[config.mk]
export PLATFORM = sky130hd
export DESIGN_NAME = rf_dump_ctrl
export DESIGN_NICKNAME = d
export VERILOG_FILES = /design/src/rtl/rf_dump_ctrl.sv
export SDC_FILE = /design/constraint.sdc
export NUM_CORES = 1
export LEC_CHECK = 0
export ABC_AREA = 1
export CAP_MARGIN = 20
export CORE_ASPECT_RATIO = 0.5
export CORE_MARGIN = 2
export CORE_UTILIZATION = 44
export DETAILED_ROUTE_END_ITERATION = 7
export PLACE_DENSITY = 0.81
export SETUP_SLACK_MARGIN = 0.3
export SLEW_MARGIN = 20
export SYNTH_ARGS = -nofsm -noshare
export SYNTH_HDL_FRONTEND = slang
export SYNTH_SLANG_ARGS = --single-unit
[constraint.sdc]
create_clock -name clk -period 1.98 [get_ports clk]
set_clock_uncertainty 0.1 [all_clocks]
set_input_delay 0.297 -clock clk [delete_from_list [all_inputs] [get_ports clk]]
set_output_delay 0.297 -clock clk [all_outputs]
set_load 0.02 [all_outputs]
[src/rtl/rf_dump_ctrl.sv]
// Register-file dump/clear sequencer.
// Streams a register range out or zeroes it.
module rf_dump_ctrl #(
  parameter int WD  = 32,
  parameter int SEL = 5
) (
  input  logic           clk,
  input  logic           reset,
  input  logic           start_i,
  input  logic           mode_i,
  input  logic [SEL-1:0] first_i,
  input  logic [SEL-1:0] last_i,
  output logic [SEL-1:0] rf_read_reg_o,
  input  logic [WD-1:0]  rf_read_data_i,
  output logic           rf_we_o,
  output logic [SEL-1:0] rf_write_reg_o,
  output logic [WD-1:0]  rf_write_data_o,
  output logic           busy_o,
  output logic           done_o,
  output logic           dump_valid_o,
  input  logic           dump_ready_i,
  output logic [WD-1:0]  dump_data_o,
  output logic [SEL-1:0] dump_index_o
);

  typedef enum logic [2:0] {
    IDLE,
    READ,
    HOLD,
    CLEAR,
    DONE
  } state_e;

  state_e         state_q;
  logic [SEL-1:0] idx_q;
  logic [SEL-1:0] last_q;
  logic [SEL-1:0] rd_reg_q;
  logic           we_q;
  logic [SEL-1:0] wr_reg_q;
  logic           busy_q;
  logic           done_q;
  logic           vld_q;
  logic [WD-1:0]  data_q;
  logic [SEL-1:0] dix_q;

  logic           at_last;
  logic [SEL-1:0] idx_d;

  // compare against last before stepping, so the top index never wraps
  always_comb begin
    at_last = (idx_q == last_q);
    idx_d   = idx_q + 1'b1;
  end

  // sequencer with every output registered off the next state
  always_ff @(posedge clk or negedge reset) begin
    if (!reset) begin
      state_q  <= IDLE;
      idx_q    <= '0;
      last_q   <= '0;
      rd_reg_q <= '0;
      we_q     <= 1'b0;
      wr_reg_q <= '0;
      busy_q   <= 1'b0;
      done_q   <= 1'b0;
      vld_q    <= 1'b0;
      data_q   <= '0;
      dix_q    <= '0;
    end else begin
      unique case (state_q)
        IDLE: begin
          done_q <= 1'b0;
          if (start_i) begin
            idx_q  <= first_i;
            last_q <= last_i;
            if (first_i > last_i) begin
              state_q <= DONE;
              done_q  <= 1'b1;
            end else if (!mode_i) begin
              state_q  <= READ;
              busy_q   <= 1'b1;
              rd_reg_q <= first_i;
            end else begin
              state_q  <= CLEAR;
              busy_q   <= 1'b1;
              we_q     <= 1'b1;
              wr_reg_q <= first_i;
            end
          end
        end
        READ: begin
          data_q   <= rf_read_data_i;
          dix_q    <= idx_q;
          vld_q    <= 1'b1;
          rd_reg_q <= '0;
          state_q  <= HOLD;
        end
        HOLD: begin
          if (dump_ready_i) begin
            vld_q <= 1'b0;
            if (at_last) begin
              state_q <= DONE;
              busy_q  <= 1'b0;
              done_q  <= 1'b1;
            end else begin
              idx_q    <= idx_d;
              rd_reg_q <= idx_d;
              state_q  <= READ;
            end
          end
        end
        CLEAR: begin
          if (at_last) begin
            state_q  <= DONE;
            we_q     <= 1'b0;
            wr_reg_q <= '0;
            busy_q   <= 1'b0;
            done_q   <= 1'b1;
          end else begin
            idx_q    <= idx_d;
            wr_reg_q <= idx_d;
          end
        end
        DONE: begin
          done_q  <= 1'b0;
          state_q <= IDLE;
        end
        default: begin
          state_q <= IDLE;
        end
      endcase
    end
  end

  assign rf_read_reg_o   = rd_reg_q;
  assign rf_we_o         = we_q;
  assign rf_write_reg_o  = wr_reg_q;
  assign rf_write_data_o = '0;
  assign busy_o          = busy_q;
  assign done_o          = done_q;
  assign dump_valid_o    = vld_q;
  assign dump_data_o     = data_q;
  assign dump_index_o    = dix_q;

endmodule
==> flow_summary_export.csv, run 1 <==
group,metric,value,unit
run_status,status,"finished, final reports clean",
layout,final_nets,546,
placed_design,place.gp.congestion,0.9171,
synthesis,synth.top_cell.area_share,0.4805,
synthesis,syn_area,3333,um2
setup_path,crit_required,2.09,ns
synthesis,synth_area_leaders,"dfrtp_1, nand2_1, mux2_1",
global_route,grt_pass1_wl,12750,um
synthesis,synth_top_family_by_area,"simple AND/OR/NAND/NOR gates",
synthesis,synth_compound_area_frac,0.04279,
cts,cts.clk_slew.worst_paths,0.05,ns
floorplan,core,7322,um2
setup_path,cp_slowest_stage_delay,0.52,ns
synthesis,syn_avg_cell_area,9.082,um2
layout,layout-drive-gt1-share,0.1707,
global_route,antenna_found_initial,0,
synthesis,synthMuxAreaShare,0.1081,
drt,vias,2841,
power,p_total,7951,uW
global_route,grt_max_degree,65,
drt,drtIter0Drc,223,
layout,final_area,4892,um2
floorplan,start_util,0.4552,
timing,finalSetupTns,0,ns
cts,ctsHtreeMaxLevel,3,
setup_path,path_class,"input pin to register",
setup_path,slowest_stage,"clkdlybuf4s50_1",
power,seq_power_share,0.298,
placed_design,place_area,4427,um2
cts,cts_buffers,9,
power,switching_share,0.4182,
setup_path,worst_setup_path_start_kind,"input pin",
synthesis,yosys.area_share.simple,0.2192,
synthesis,ys_types,29,
drt,routedWlPerCell,13.43,um
flow_run,cap_violations,0,
synthesis,synth-seq-cells,64,
global_route,track_usage,0.1950,
synthesis,netlist_instances,367,
global_route,grt_overflow_total,0,
power,power_frac_clock,0.185,
setup_path,crit_path_cell_trace,"clkdlybuf4s50_1 -> inv_2 -> ha_1 -> nand2_2 -> nand3_4 -> buf_6 -> nand3_4 -> nand2_2 -> nand2_1",
cts,clkSinkCount,64,
layout,antenna_cells,0,
floorplan,dieArea,8330,um2
timing,max_freq,614.8,MHz
drt,wl,7980,um
timing,finalSetupViolCount,0,
worst_hold_path,hp-class,"input pin to register",
floorplan,die_w,127.1,um
floorplan,io_pins,130,
synthesis,synth.largest_area_cell,"dfrtp_1",
power,p_int,4626,uW
timing,grt_setup_unrepaired,"yes",
placed_design,dpl.hpwl,5599,um
cts,clkLatencyLatePin,0.33,ns
synthesis,yosys.area_share.adder,0.02252,
power,power_density,1625,nW/um2
cts,root_buffer,"clkbuf_16",
cts,cts_tree,"yes",
drt,ant_nets,0,
power,cellLeakagePower,0.002612,uW
layout,fillers,557,
synthesis,ys_warn_count,0,
timing,min_period_over_period,0.8215,
setup_path,cp-end-kind,"register",
drt,vias_per_cell,4.783,
timing,finalHoldViolations,0,
global_route,grt_pass1_vias,2643,
setup_path,path_max_fanout,5,
timing,finalMaxSlewViolations,0,
timing,period_minus_slack,1.627,ns
cts,clk_path_buf_depth,2,
layout,area_delta_synth_final,46.77,%
drt,route.detailed.drc,0,
power,p_sw,3325,uW
power,ir_worst_vdd,0.7561,mV
power,comb_power_share,0.517,
drt,drt_pass1_iterations,4,
floorplan,die_h,65.55,um
synthesis,ys_seq_area_frac,0.4805,
floorplan,rows,22,
placed_design,numPortBuffers,97,
setup_path,arrival,1.74,ns
synthesis,synth-xor-area-share,0.005255,
==> per-stage QoR <==
step / cells / setup slack, ns / hold WS, ns / utilization
2_1_floorplan: 398 / 0.3850 / -0.09859 / -
3_3_place_gp: 569 / -0.1587 / 0.2370 / 0.6046
3_5_place_dp: 569 / -0.2024 / 0.2432 / 0.6046
4_1_cts: 587 / 0.3002 / 0.2319 / 0.6466
5_1_grt: 594 / 0.2674 / 0.2529 / 0.6681
6_report: 594 / 0.3535 / 0.2480 / 0.6681
==> layer usage <==
metal,up-vias,part of all wire,GRT usage,wire [um]
met4,0,0.0093,0.05769,74
li1,1379,-,-,-
met5,-,0,0,0
met2,115,0.48,0.3448,3806
met3,8,0.061,0.04235,483
met1,1339,0.45,0.2440,3616
==> path summary, 6_finish.rpt <==
path                            slack, ns                       endpoint                         start  cells after the start
max in group asynchronous            1.04         state_q[1]$_DFFE_PN0P_                         reset                      3
worst max-delay path                 0.35   rf_read_reg_o[3]$_DFFE_PN0P_                    first_i[0]                      9
worst min-delay path                 0.25          last_q[3]$_DFFE_PN0P_                     last_i[3]                      3
worst max register to register       0.36  rf_write_reg_o[0]$_DFFE_PN0P_        state_q[1]$_DFFE_PN0P_                      7
worst min register to register       0.37   rf_read_reg_o[1]$_DFFE_PN0P_  rf_read_reg_o[1]$_DFFE_PN0P_                      2
min in group asynchronous            0.42     dump_data_o[8]$_DFFE_PN0P_                         reset                      3
==> synth_stat cells <==
cell type	instances
conb_1	1
inv_1	26
a21oi_1	1
mux2_1	32
buf_4	32
ha_1	6
buf_2	6
nand2_1	109
a21oi_2	1
inv_2	7
o21ai_1	7
nor2_2	4
nor2_4	1
a21boi_1	1
clkinv_1	1
nand2_2	2
nand3_2	1
nor2_1	7
o21ai_0	15
nand4_1	8
nor2_8	1
nand3_1	26
a21boi_2	1
and2_1	2
nand4_2	1
nand2_4	1
clkbuf_1	1
dfrtp_1	64
xor2_1	2
==> critical path, delay by kind of cell <==
kind / cells / cell delay, ns
simple gates: 5 / 0.43
buf+inv: 3 / 0.72
fa+ha+maj: 1 / 0.29
==> layout make-up <==
cell class | count | area [um2] | area share
sequential | 64 | 1605 | 0.3281
multi-input combinational | 261 | 1556 | 0.3182
timing repair buffer | 123 | 1192 | 0.2437
clock buffer | 13 | 270.3 | 0.05524
inverter | 34 | 132.6 | 0.02711
tap | 96 | 120.1 | 0.02455
clock inverter | 3 | 15.01 | 0.003069
==> logic make-up after synthesis <==
kind of cell    after synthesis
flops                        64
mux                          32
fa+ha+maj                     6
buf+inv                      73
xor+xnor                      2
compound gates               26
simple gates                163
other cells                   1
==> power by group through the flow <==
stage | logic (uW) | registers, uW | clock network (uW)
after floorplan | 1820 | 2970 | 0
after global placement | 4050 | 2360 | 0
after detailed placement | 4130 | 2390 | 0
after CTS | 3960 | 2370 | 1520
after global routing | 4490 | 2450 | 1600
final | 4110 | 2370 | 1470
==> cell usage in the layout (no fill, tap or decap), drive strengths merged <==
cell / n
and2: 2
nand2: 112
a21boi: 2
clkdlybuf4s50: 37
dlymetal6s2s: 16
dlygate4sd3: 1
mux2: 32
o21ai: 22
inv: 33
nand4: 9
dlygate4sd2: 43
xor2: 2
ha: 6
conb: 32
clkinv: 4
nor2: 13
nand3: 27
a21oi: 2
clkbuf: 13
buf: 26
dfrtp: 64
==> what timing repair did <==
item | in CTS | in global routing
hold endpoints to repair | 64 | 0
hold buffers | 1 | 0
setup buffers | 0 | 7
gates cloned | 1 | 0
resized for setup | 56 | 37
pin swaps | 3 | 4
setup endpoints to repair | 55 | 40
==> sequential cells by signal, indices dropped and copies added (netlist names), 3 cells and up <==
signal	cells
idx_q	5
last_q	5
rf_read_reg_o	5
rf_write_reg_o	5
dump_data_o	32
state_q	3
dump_index_o	5
Power figures use the tool's default switching activity.
==> run 2: changes to the inputs <==
==> constraint.sdc (replaced) <==
create_clock -name clk -period 1.5 [get_ports clk]
set_clock_uncertainty 0.1 [all_clocks]
set_input_delay 0.225 -clock clk [delete_from_list [all_inputs] [get_ports clk]]
set_output_delay 0.225 -clock clk [all_outputs]
set_load 0.02 [all_outputs]
==> flow_summary_export.csv, run 2 (synthesis gave the netlist of run 1 again) <==
group,metric,value,unit
setup_path,path_max_fanout,4,
drt,drt_pass1_iterations,6,
timing,min_period_over_period,1.220,
layout,final_common_cell,"buf_4",
power,cellLeakagePower,0.003165,uW
floorplan,die_w,127.1,um
drt,route.detailed.drc,0,
setup_path,cp-end-kind,"register",
setup_path,crit_family,"compound AO/OA/AOI/OAI gates",
floorplan,start_util,0.4552,
setup_path,slowest_stage,"o21ai_0",
timing,slew_headroom,0.6379,
floorplan,dieArea,8330,um2
worst_hold_path,hp-class,"input pin to register",
run_status,status,"finished, violations left",
layout,fillers,359,
cts,cts_buffers,9,
timing,period_minus_slack,1.830,ns
placed_design,place.gp.congestion,0.8911,
timing,fin_ws,-0.3304,ns
timing,grt_setup_unrepaired,"yes",
drt,vias_per_cell,5.289,
placed_design,dpl.hpwl,6380,um
setup_path,path_buf_inv,1,
cts,cts.clk_slew.worst_paths,0.05,ns
timing,whs,0.04738,ns
setup_path,worst_setup_path_start_kind,"register",
timing,max_freq,546.3,MHz
setup_path,crit_required,1.66,ns
global_route,track_usage,0.2500,
power,power_density,2446,nW/um2
layout,layout-drive-gt1-share,0.5175,
timing,worst_pin_slew,0.5374,ns
global_route,grt_max_degree,24,
timing,finalHoldViolations,0,
worst_hold_path,min_delay_path_depth,3,
cts,clkLatencyLatePin,0.33,ns
layout,antenna_cells,0,
run_status,violations,"negative setup slack",
setup_path,path_class,"register to register",
cts,clk_path_buf_depth,2,
layout,regArea,1604,um2
floorplan,io_pins,130,
placed_design,numPortBuffers,97,
layout,final_nets,621,
flow_run,cap_violations,0,
drt,ant_nets,0,
setup_path,r2r-end,"idx_q[1]$_DFFE_PN0P_",
cts,root_buffer,"clkbuf_16",
global_route,grt_pass1_wl,16170,um
layout,layout_common_cells,"buf_4, nand2_1, dfrtp_1, buf_6, clkdlybuf4s50_1",
layout,multi_input_area,1951,um2
setup_path,worstSetupEndpoint,"idx_q[1]$_DFFE_PN0P_",
setup_path,crit_path_start,"idx_q[0]$_DFFE_PN0P_",
floorplan,die_h,65.55,um
setup_path,reg2reg_depth,5,
setup_path,rrSetupSlack,-0.33,ns
setup_path,crit_path_cell_trace,"ha_1 -> inv_1 -> o21ai_0 -> nand3_2 -> nand2_1",
floorplan,rows,22,
floorplan,core,7322,um2
global_route,grt_pass1_vias,3208,
power,ir_worst_vdd,1.164,mV
drt,drtIter0Drc,300,
timing,finalSetupViolCount,57,
drt,vias,3533,
global_route,grt_overflow_total,0,
setup_path,cp_slowest_stage_delay,0.47,ns
layout,area_delta_synth_final,81.98,%
power,p_total,14840,uW
setup_path,cp.depth,5,
drt,routedWlPerCell,19.09,um
drt,wl,12750,um
worst_hold_path,hp-start,"last_i[1]",
setup_path,r2r_start,"idx_q[0]$_DFFE_PN0P_",
cts,clkSinkCount,64,
timing,finalMaxSlewViolations,0,
cts,ctsHtreeMaxLevel,3,
layout,fin_util,0.8284,
cts,cts_tree,"yes",
layout,largest_reg_flops,32,
setup_path,arrival,1.99,ns
global_route,antenna_found_initial,0,
==> run 2: worst min-delay path by stage <==
| stage | end | slack [ns] |
|---|---|---|
| final | last_q[1]$_DFFE_PN0P_ | 0.05 |
| after global routing | last_q[1]$_DFFE_PN0P_ | 0.04 |
| after CTS | last_q[3]$_DFFE_PN0P_ | 0.17 |
| after detailed placement | dump_index_o[1]$_DFFE_PN0P_ | 0.02 |
| after global placement | dump_index_o[1]$_DFFE_PN0P_ | 0.01 |
| after floorplan | busy_o$_DFFE_PN0P_ | -0.17 |
==> run 2: what timing repair did <==
action / 4_1_cts / 5_1_grt
resized for setup: 299 / 117
gates cloned: 2 / 2
hold buffers: 1 / 0
setup buffers: 21 / 28
pin swaps: 18 / 30
endpoints found under the hold margin: 52 / 0
setup endpoints to repair: 115 / 114
==> run 2: worst min-delay path: stages <==
cell      delay [ns]
clkbuf_2        0.12
nand2_4         0.05
o21ai_2         0.04
==> run 2: final cells by class <==
type / count / share of cell area
multi-input combinational: 261 / 0.3216
tap: 96 / 0.01980
sequential: 64 / 0.2644
timing repair buffer: 198 / 0.3241
clock buffer: 11 / 0.04002
clock inverter: 4 / 0.007426
inverter: 34 / 0.02269
==> run 2: stage by stage <==
step | cell area [um2] | setup slack [ns] | cells | TNS, ns
final | 6066 | -0.3304 | 668 | -6.684
after global routing | 6066 | -0.3383 | 668 | -9.208
after CTS | 5424 | -0.05609 | 638 | -1.372
after detailed placement | 4886 | -0.5495 | 599 | -9.100
after global placement | 4886 | -0.5009 | 599 | -8.378
after floorplan | 3692 | 0.04536 | 398 | 0
==> run 2: report_power, final <==
part / internal, uW / switching (uW) / total, uW
logic: 4830 / 4630 / 9450
registers: 2610 / 733 / 3340
clock network: 1310 / 732 / 2040
==> run 2: metal layers <==
layer  up-vias  part of all wire  track usage
met5         -                 0            0
met4         0             0.052      0.07830
met3        67             0.077      0.05700
met2       260              0.50       0.4429
met1      1683              0.37       0.3085
li1       1523                 -            -
